**config.mk**
```make
export PLATFORM = sky130hd
export DESIGN_NAME = reliability_to_network_bridge_arbiter_flat
export DESIGN_NICKNAME = d
export VERILOG_FILES = /design/src/rtl/reliability_to_network_bridge_arbiter_if.sv /design/src/rtl/reliability_to_network_bridge_arbiter.sv /design/src/flat_wrapper.sv
export SDC_FILE = /design/constraint.sdc
export NUM_CORES = 1
export LEC_CHECK = 0
export ABC_CLOCK_PERIOD_IN_PS = 2250
export BUFFER_PORTS_ARGS = -buffer_cell sky130_fd_sc_hd__buf_2
export CAP_MARGIN = 20
export CELL_PAD_IN_SITES_DETAIL_PLACEMENT = 1
export CELL_PAD_IN_SITES_GLOBAL_PLACEMENT = 1
export CORE_MARGIN = 1.5
export CORE_UTILIZATION = 29
export DETAILED_ROUTE_END_ITERATION = 7
export GPL_ROUTABILITY_DRIVEN = 0
export PLACE_DENSITY_LB_ADDON = 0.1
export SETUP_SLACK_MARGIN = 0.02
export SLEW_MARGIN = 30
export SYNTH_ARGS = -nofsm -noshare
export SYNTH_HDL_FRONTEND = slang
export SYNTH_SLANG_ARGS = --single-unit
```
**constraint.sdc**
```tcl
create_clock -name i_clk -period 2.25 [get_ports i_clk]
set_clock_uncertainty 0.05 [all_clocks]
set_input_delay 0.45 -clock i_clk [delete_from_list [all_inputs] [get_ports i_clk]]
set_output_delay 0.45 -clock i_clk [all_outputs]
set_load 0.02 [all_outputs]
```
**src/rtl/reliability_to_network_bridge_arbiter_if.sv**
```systemverilog
// AXI-Stream bundle shared by the reliability sources and the network bridge port.
// The master drives the payload and tvalid; the slave drives tready.
interface reliability_to_network_bridge_arbiter_if #(
  parameter int unsigned DataWidth = 64,
  parameter int unsigned KeepWidth = 8,
  parameter int unsigned DestWidth = 16,
  parameter int unsigned UserWidth = 16
) ();

  logic                 tvalid;
  logic                 tready;
  logic [DataWidth-1:0] tdata;
  logic [KeepWidth-1:0] tkeep;
  logic [DestWidth-1:0] tid;
  logic [DestWidth-1:0] tdest;
  logic [UserWidth-1:0] tuser;
  logic                 tlast;

  modport master (
    output tvalid, tdata, tkeep, tid, tdest, tuser, tlast,
    input  tready
  );

  modport slave (
    input  tvalid, tdata, tkeep, tid, tdest, tuser, tlast,
    output tready
  );

endinterface

```
**src/rtl/reliability_to_network_bridge_arbiter.sv**
```systemverilog
// Packet-granular round-robin merge of the outbound and inbound reliability streams
// onto the single network bridge AXIS port, with a registered output and packet counters.
module reliability_to_network_bridge_arbiter #(
  parameter int unsigned AXIS_DATA_WIDTH  = 64,
  parameter int unsigned AXIS_KEEP_WIDTH  = 8,
  parameter int unsigned AXIS_TDEST_WIDTH = 16,
  parameter int unsigned AXIS_TUSER_WIDTH = 16,
  parameter int unsigned CNT_WIDTH        = 32
) (
  input  logic                 i_clk,
  input  logic                 i_rst,
  reliability_to_network_bridge_arbiter_if.slave  from_rel_outbound,
  reliability_to_network_bridge_arbiter_if.slave  from_rel_inbound,
  reliability_to_network_bridge_arbiter_if.master to_network_bridge,
  output logic [CNT_WIDTH-1:0] o_pkt_cnt_outbound,
  output logic [CNT_WIDTH-1:0] o_pkt_cnt_inbound
);

  typedef enum logic [1:0] {StIdle, StLockOut, StLockIn} state_e;

  state_e state_q, state_d;
  // 0 = outbound granted last, 1 = inbound granted last
  logic   last_grant_q, last_grant_d;

  logic                        out_valid_q;
  logic [AXIS_DATA_WIDTH-1:0]  data_q, data_d;
  logic [AXIS_KEEP_WIDTH-1:0]  keep_q, keep_d;
  logic [AXIS_TDEST_WIDTH-1:0] id_q, id_d;
  logic [AXIS_TDEST_WIDTH-1:0] dest_q, dest_d;
  logic [AXIS_TUSER_WIDTH-1:0] user_q, user_d;
  logic                        last_q, last_d;

  logic [CNT_WIDTH-1:0] cnt_out_q, cnt_out_d;
  logic [CNT_WIDTH-1:0] cnt_in_q, cnt_in_d;

  logic can_load;
  logic grant_out, grant_in;
  logic acc_out, acc_in;

  always_ff @(posedge i_clk) begin
    if (i_rst) begin
      state_q      <= StIdle;
      last_grant_q <= 1'b0;
    end else begin
      state_q      <= state_d;
      last_grant_q <= last_grant_d;
    end
  end

  always_comb begin
    state_d      = state_q;
    last_grant_d = last_grant_q;
    case (state_q)
      StIdle: begin
        if (acc_out) begin
          last_grant_d = 1'b0;
          if (!from_rel_outbound.tlast) state_d = StLockOut;
        end else if (acc_in) begin
          last_grant_d = 1'b1;
          if (!from_rel_inbound.tlast) state_d = StLockIn;
        end
      end
      StLockOut: if (acc_out && from_rel_outbound.tlast) state_d = StIdle;
      StLockIn:  if (acc_in && from_rel_inbound.tlast) state_d = StIdle;
      default:   state_d = StIdle;
    endcase
  end

  // Grant selection and source treadys; a lock ignores the other source entirely.
  always_comb begin
    can_load  = !out_valid_q || to_network_bridge.tready;
    grant_out = 1'b0;
    grant_in  = 1'b0;
    case (state_q)
      StIdle: begin
        grant_in  = from_rel_inbound.tvalid && (!from_rel_outbound.tvalid || !last_grant_q);
        grant_out = from_rel_outbound.tvalid && !grant_in;
      end
      StLockOut: grant_out = 1'b1;
      StLockIn:  grant_in  = 1'b1;
      default: begin
        grant_out = 1'b0;
        grant_in  = 1'b0;
      end
    endcase
    from_rel_outbound.tready = grant_out && can_load && !i_rst;
    from_rel_inbound.tready  = grant_in && can_load && !i_rst;
    acc_out = from_rel_outbound.tvalid && from_rel_outbound.tready;
    acc_in  = from_rel_inbound.tvalid && from_rel_inbound.tready;
  end

  always_comb begin
    if (grant_in) begin
      data_d = from_rel_inbound.tdata;
      keep_d = from_rel_inbound.tkeep;
      id_d   = from_rel_inbound.tid;
      dest_d = from_rel_inbound.tdest;
      user_d = from_rel_inbound.tuser;
      last_d = from_rel_inbound.tlast;
    end else begin
      data_d = from_rel_outbound.tdata;
      keep_d = from_rel_outbound.tkeep;
      id_d   = from_rel_outbound.tid;
      dest_d = from_rel_outbound.tdest;
      user_d = from_rel_outbound.tuser;
      last_d = from_rel_outbound.tlast;
    end
  end

  always_ff @(posedge i_clk) begin
    if (i_rst) begin
      out_valid_q <= 1'b0;
      data_q      <= '0;
      keep_q      <= '0;
      id_q        <= '0;
      dest_q      <= '0;
      user_q      <= '0;
      last_q      <= 1'b0;
    end else if (acc_out || acc_in) begin
      out_valid_q <= 1'b1;
      data_q      <= data_d;
      keep_q      <= keep_d;
      id_q        <= id_d;
      dest_q      <= dest_d;
      user_q      <= user_d;
      last_q      <= last_d;
    end else if (to_network_bridge.tready) begin
      out_valid_q <= 1'b0;
    end
  end

  // Counters saturate rather than wrap so a long debug run never reads back small.
  always_comb begin
    cnt_out_d = cnt_out_q;
    cnt_in_d  = cnt_in_q;
    if (acc_out && from_rel_outbound.tlast && (cnt_out_q != '1)) begin
      cnt_out_d = cnt_out_q + CNT_WIDTH'(1);
    end
    if (acc_in && from_rel_inbound.tlast && (cnt_in_q != '1)) begin
      cnt_in_d = cnt_in_q + CNT_WIDTH'(1);
    end
  end

  always_ff @(posedge i_clk) begin
    if (i_rst) begin
      cnt_out_q <= '0;
      cnt_in_q  <= '0;
    end else begin
      cnt_out_q <= cnt_out_d;
      cnt_in_q  <= cnt_in_d;
    end
  end

  assign to_network_bridge.tvalid = out_valid_q;
  assign to_network_bridge.tdata  = data_q;
  assign to_network_bridge.tkeep  = keep_q;
  assign to_network_bridge.tid    = id_q;
  assign to_network_bridge.tdest  = dest_q;
  assign to_network_bridge.tuser  = user_q;
  assign to_network_bridge.tlast  = last_q;

  assign o_pkt_cnt_outbound = cnt_out_q;
  assign o_pkt_cnt_inbound  = cnt_in_q;

endmodule

```
**src/flat_wrapper.sv**
```systemverilog
// flat-port wrapper written by rule: the top's interface ports become plain ports
module reliability_to_network_bridge_arbiter_flat 
#(
  parameter int unsigned AXIS_DATA_WIDTH  = 64,
  parameter int unsigned AXIS_KEEP_WIDTH  = 8,
  parameter int unsigned AXIS_TDEST_WIDTH = 16,
  parameter int unsigned AXIS_TUSER_WIDTH = 16,
  parameter int unsigned CNT_WIDTH        = 32
)
  (i_clk, i_rst, o_pkt_cnt_outbound, o_pkt_cnt_inbound, from_rel_outbound_tvalid, from_rel_outbound_tdata, from_rel_outbound_tkeep, from_rel_outbound_tid, from_rel_outbound_tdest, from_rel_outbound_tuser, from_rel_outbound_tlast, from_rel_outbound_tready, from_rel_inbound_tvalid, from_rel_inbound_tdata, from_rel_inbound_tkeep, from_rel_inbound_tid, from_rel_inbound_tdest, from_rel_inbound_tuser, from_rel_inbound_tlast, from_rel_inbound_tready, to_network_bridge_tvalid, to_network_bridge_tdata, to_network_bridge_tkeep, to_network_bridge_tid, to_network_bridge_tdest, to_network_bridge_tuser, to_network_bridge_tlast, to_network_bridge_tready);
  reliability_to_network_bridge_arbiter_if #(.DataWidth(64), .KeepWidth(8), .DestWidth(16), .UserWidth(16)) from_rel_outbound_i ();
  reliability_to_network_bridge_arbiter_if #(.DataWidth(64), .KeepWidth(8), .DestWidth(16), .UserWidth(16)) from_rel_inbound_i ();
  reliability_to_network_bridge_arbiter_if #(.DataWidth(64), .KeepWidth(8), .DestWidth(16), .UserWidth(16)) to_network_bridge_i ();
  input  logic i_clk;
  input  logic i_rst;
  output logic [CNT_WIDTH-1:0] o_pkt_cnt_outbound;
  output logic [CNT_WIDTH-1:0] o_pkt_cnt_inbound;
  input wire logic [$bits(from_rel_outbound_i.tvalid)-1:0] from_rel_outbound_tvalid;
  input wire logic [$bits(from_rel_outbound_i.tdata)-1:0] from_rel_outbound_tdata;
  input wire logic [$bits(from_rel_outbound_i.tkeep)-1:0] from_rel_outbound_tkeep;
  input wire logic [$bits(from_rel_outbound_i.tid)-1:0] from_rel_outbound_tid;
  input wire logic [$bits(from_rel_outbound_i.tdest)-1:0] from_rel_outbound_tdest;
  input wire logic [$bits(from_rel_outbound_i.tuser)-1:0] from_rel_outbound_tuser;
  input wire logic [$bits(from_rel_outbound_i.tlast)-1:0] from_rel_outbound_tlast;
  output wire logic [$bits(from_rel_outbound_i.tready)-1:0] from_rel_outbound_tready;
  input wire logic [$bits(from_rel_inbound_i.tvalid)-1:0] from_rel_inbound_tvalid;
  input wire logic [$bits(from_rel_inbound_i.tdata)-1:0] from_rel_inbound_tdata;
  input wire logic [$bits(from_rel_inbound_i.tkeep)-1:0] from_rel_inbound_tkeep;
  input wire logic [$bits(from_rel_inbound_i.tid)-1:0] from_rel_inbound_tid;
  input wire logic [$bits(from_rel_inbound_i.tdest)-1:0] from_rel_inbound_tdest;
  input wire logic [$bits(from_rel_inbound_i.tuser)-1:0] from_rel_inbound_tuser;
  input wire logic [$bits(from_rel_inbound_i.tlast)-1:0] from_rel_inbound_tlast;
  output wire logic [$bits(from_rel_inbound_i.tready)-1:0] from_rel_inbound_tready;
  output wire logic [$bits(to_network_bridge_i.tvalid)-1:0] to_network_bridge_tvalid;
  output wire logic [$bits(to_network_bridge_i.tdata)-1:0] to_network_bridge_tdata;
  output wire logic [$bits(to_network_bridge_i.tkeep)-1:0] to_network_bridge_tkeep;
  output wire logic [$bits(to_network_bridge_i.tid)-1:0] to_network_bridge_tid;
  output wire logic [$bits(to_network_bridge_i.tdest)-1:0] to_network_bridge_tdest;
  output wire logic [$bits(to_network_bridge_i.tuser)-1:0] to_network_bridge_tuser;
  output wire logic [$bits(to_network_bridge_i.tlast)-1:0] to_network_bridge_tlast;
  input wire logic [$bits(to_network_bridge_i.tready)-1:0] to_network_bridge_tready;
  assign from_rel_outbound_i.tvalid = from_rel_outbound_tvalid;
  assign from_rel_outbound_i.tdata = from_rel_outbound_tdata;
  assign from_rel_outbound_i.tkeep = from_rel_outbound_tkeep;
  assign from_rel_outbound_i.tid = from_rel_outbound_tid;
  assign from_rel_outbound_i.tdest = from_rel_outbound_tdest;
  assign from_rel_outbound_i.tuser = from_rel_outbound_tuser;
  assign from_rel_outbound_i.tlast = from_rel_outbound_tlast;
  assign from_rel_outbound_tready = from_rel_outbound_i.tready;
  assign from_rel_inbound_i.tvalid = from_rel_inbound_tvalid;
  assign from_rel_inbound_i.tdata = from_rel_inbound_tdata;
  assign from_rel_inbound_i.tkeep = from_rel_inbound_tkeep;
  assign from_rel_inbound_i.tid = from_rel_inbound_tid;
  assign from_rel_inbound_i.tdest = from_rel_inbound_tdest;
  assign from_rel_inbound_i.tuser = from_rel_inbound_tuser;
  assign from_rel_inbound_i.tlast = from_rel_inbound_tlast;
  assign from_rel_inbound_tready = from_rel_inbound_i.tready;
  assign to_network_bridge_tvalid = to_network_bridge_i.tvalid;
  assign to_network_bridge_tdata = to_network_bridge_i.tdata;
  assign to_network_bridge_tkeep = to_network_bridge_i.tkeep;
  assign to_network_bridge_tid = to_network_bridge_i.tid;
  assign to_network_bridge_tdest = to_network_bridge_i.tdest;
  assign to_network_bridge_tuser = to_network_bridge_i.tuser;
  assign to_network_bridge_tlast = to_network_bridge_i.tlast;
  assign to_network_bridge_i.tready = to_network_bridge_tready;
  reliability_to_network_bridge_arbiter #(.AXIS_DATA_WIDTH(AXIS_DATA_WIDTH), .AXIS_KEEP_WIDTH(AXIS_KEEP_WIDTH), .AXIS_TDEST_WIDTH(AXIS_TDEST_WIDTH), .AXIS_TUSER_WIDTH(AXIS_TUSER_WIDTH), .CNT_WIDTH(CNT_WIDTH)) u_core (.i_clk(i_clk), .i_rst(i_rst), .from_rel_outbound(from_rel_outbound_i), .from_rel_inbound(from_rel_inbound_i), .to_network_bridge(to_network_bridge_i), .o_pkt_cnt_outbound(o_pkt_cnt_outbound), .o_pkt_cnt_inbound(o_pkt_cnt_inbound));
endmodule
```
==> impl_metrics.csv <==
group,metric,value,unit
clock_network,cts.sinks,189,
min_path,hp-class,"primary input to flop",
global_routing,grt_util_all_layers,23.2,%
detailed_routing,vias,9849,
timing,setup_viol,0,
synth,synth_cell_types,54,
synth,seq_area_frac_synth,43.9,%
timing,relSlewSlack,45.8,%
clock_network,clk_path_buf_depth,2,
timing,rsz0062_at_grt,"yes",
detailed_routing,wirelength,36.2,mm
clock_network,clk_pin_slew_worst_paths,0.09,ns
synth,syn_area_per_cell,7.87,sq um
place,dpl_cell_area,11700,sq um
worst_setup_path,end_kind,"flop",
worst_setup_path,path_class,"flop to flop",
synth,syn-cell-area,8620,sq um
place,post-dp-hpwl,27.2,mm
synth,ys_seq_elements,189,
synth,synth_edf_count,0,
timing,slew_viol_final,0,
clock_network,clockRootBuffer,"clkbuf_16",
clock_network,clk_latency,0.43,ns
worst_setup_path,critical_path.max_fanout,3,
synth,syn_nets,1345,
global_routing,antenna_found_initial,14,
clock_network,holdBufCountCts,0,
clock_network,cts_buffers,17,
synth,synthAdderAreaFrac,0.290,%
floorplanning,io_pins,435,
floorplanning,start_util,29.7,%
finish,mostFrequentLayoutCell,"buf_2",
clock_network,cts_tree,"built",
timing,tns,0,ns
clock_network,ctsHtreeMaxLevel,4,
worst_setup_path,arrival,2.42,ns
power,peakVddDrop,0.476,mV
floorplanning,placementRows,62,
finish,syn_to_final_growth,43.1,%
worst_setup_path,cp.required,2.51,ns
synth,synth_flop_cell,"dfxtp_1",
finish,layout_common_cells,"buf_2, nand2_1, dfxtp_1, nor2_1, a311oi_1",
global_routing,grt_pass1_wl,56.2,mm
global_routing,grt_pass1_vias,10100,
synth,netlist_instances,1096,
global_routing,grt_max_degree,96,
finish,final_nets,1791,
finish,drive_above_1_share,36.5,%
finish,multi_input_area,4560,sq um
synth,synth_top_family_by_area,"simple AND/OR/NAND/NOR gates",
floorplanning,dieArea,30800,sq um
floorplanning,die_h,175,um
synth,synth_xor_xnor_area_share,0.508,%
finish,fillerInstances,3674,
timing,max_freq,464,MHz
detailed_routing,wl_per_cell,18.6,um
power,p_leak,5.43,nW
finish,design_area,12300,sq um
finish,fin_util,42.5,%
synth,synth_compound_area_share,21.1,%
power,power_density,672,nW/um^2
job,maxCapViolCount,0,
timing,post-route-period-util,95.8,%
detailed_routing,via_per_inst,5.05,
timing,tightest_slew,0.813,ns
timing,hold_viol_final,0,
floorplanning,coreArea,29000,sq um
detailed_routing,drcViolationCount,0,
synth,ys_warn_count,0,
detailed_routing,drtAntennaViolNets,0,
detailed_routing,drt-initial-drc-count,401,
synth,ys_async_sr_fraction,0,%
synth,synth_mux_area_share,0.769,%
detailed_routing,first_pass_iters,4,
place,portBuffers,434,
finish,seq_area,3790,sq um
global_routing,grt_overflow,0,
timing,whs,0.215,ns
floorplanning,die-width,175,um
worst_setup_path,crit_path_start_kind,"flop",
synth,synth-simple-area-share,29.1,%
run_status,status,"complete, no violations",
timing,fin_crit,2.16,ns
what timing repair did:
action,4_1_cts,5_1_grt
resized for setup,3,13
endpoints found under the hold margin,0,0
buffers inserted,0,4
endpoints found under the setup margin,4,21
pin swaps,0,4
power by group:
group | total, mW | switching (mW) | leakage (nW) | internal [mW]
clock network | 2.94 | 1.49 | 0.253 | 1.45
registers | 3.65 | 0.100 | 1.55 | 3.55
logic | 1.70 | 1.06 | 3.63 | 0.647
total | 8.29 | 2.64 | 5.43 | 5.65
critical path, cell delays in order, from the launching register on:
cell and delay [ns]:
dfxtp_2 0.35, nor2b_1 0.15, or4_4 0.53, a31o_4 0.23, or4_1 0.41, mux2_1 0.33
registers in the layout, indices dropped and copies added (netlist names):
signal	count
u_core.last_grant_q	1
u_core.o_pkt_cnt_outbound	32
u_core.o_pkt_cnt_inbound	32
u_core.to_network_bridge.tkeep	8
u_core.to_network_bridge.tdest	16
u_core.to_network_bridge.tvalid	1
u_core.to_network_bridge.tdata	64
u_core.to_network_bridge.tlast	1
u_core.state_q	2
u_core.to_network_bridge.tuser	16
u_core.to_network_bridge.tid	16
metal layers:
| layer | vias up | share of wire [%] | track usage [%] |
|---|---|---|---|
| met5 | - | 0.14 | 1.28 |
| met4 | 10 | 2.4 | 7.12 |
| met3 | 48 | 6.1 | 6.65 |
| met2 | 238 | 50 | 41.2 |
| met1 | 4673 | 41 | 26.7 |
| li1 | 4880 | - | - |
logic make-up (layout without fill, tap and decap cells):
group | count (synthesis) | after routing
AOI/OAI and AO/OA | 241 | 241
xor gates and xnor gates | 5 | 5
adders and majority gates | 2 | 2
buffers and inverters | 93 | 552
DFF | 189 | 189
muxes | 6 | 6
other | 0 | 12
and+or+nand+nor | 560 | 560
metrics by stage:
step / instances / power [mW] / setup slack [ns]
floorplan: 1096 / 4.66 / 0.0443
global placement: 1903 / 5.43 / -0.0236
detailed placement: 1903 / 5.45 / -0.0586
CTS: 1935 / 8.43 / 0.0236
global route: 1945 / 8.71 / -0.0358
finish: 1951 / 8.29 / 0.0943
synth_stat cells, drive strengths merged (5+ instances only):
cell type | number | area (sq um)
nand4 | 18 | 119
and4 | 8 | 70.1
nand2 | 278 | 1040
or3 | 23 | 144
nor4 | 6 | 37.5
o21ai | 23 | 115
clkbuf | 64 | 241
nor3 | 7 | 45.0
inv | 11 | 41.3
a311oi | 122 | 1070
nand3 | 26 | 130
o31ai | 23 | 173
a21oi | 49 | 245
or4 | 29 | 221
nor2b | 7 | 43.8
o311ai | 5 | 43.8
dfxtp | 189 | 3780
buf | 18 | 92.6
nor2 | 142 | 533
mux2 | 5 | 56.3
final timing paths:
kind / cells past startpoint / from / slack (ns) / endpoint
max reg2reg: 5 / u_core.to_network_bridge.tvalid$_SDFFE_PP0P_ / 0.09 / u_core.o_pkt_cnt_outbound[12]$_SDFFE_PP0P_
min: 3 / from_rel_inbound_tdest[11] / 0.21 / u_core.to_network_bridge.tdest[11]$_SDFFE_PP0P_
min reg2reg: 2 / u_core.to_network_bridge.tdata[60]$_SDFFE_PP0P_ / 0.45 / u_core.to_network_bridge.tdata[60]$_SDFFE_PP0P_
max: 5 / u_core.to_network_bridge.tvalid$_SDFFE_PP0P_ / 0.09 / u_core.o_pkt_cnt_outbound[12]$_SDFFE_PP0P_
layout make-up:
class / count / share of cell area [%]
antenna: 12 / 0.243
timing repair buffer: 509 / 23.5
tap: 384 / 3.89
multi-input combinational: 814 / 36.9
clock inverter: 12 / 0.872
sequential: 189 / 30.7
clock buffer: 20 / 3.54
inverter: 11 / 0.335
Power figures use the tool's default switching activity.
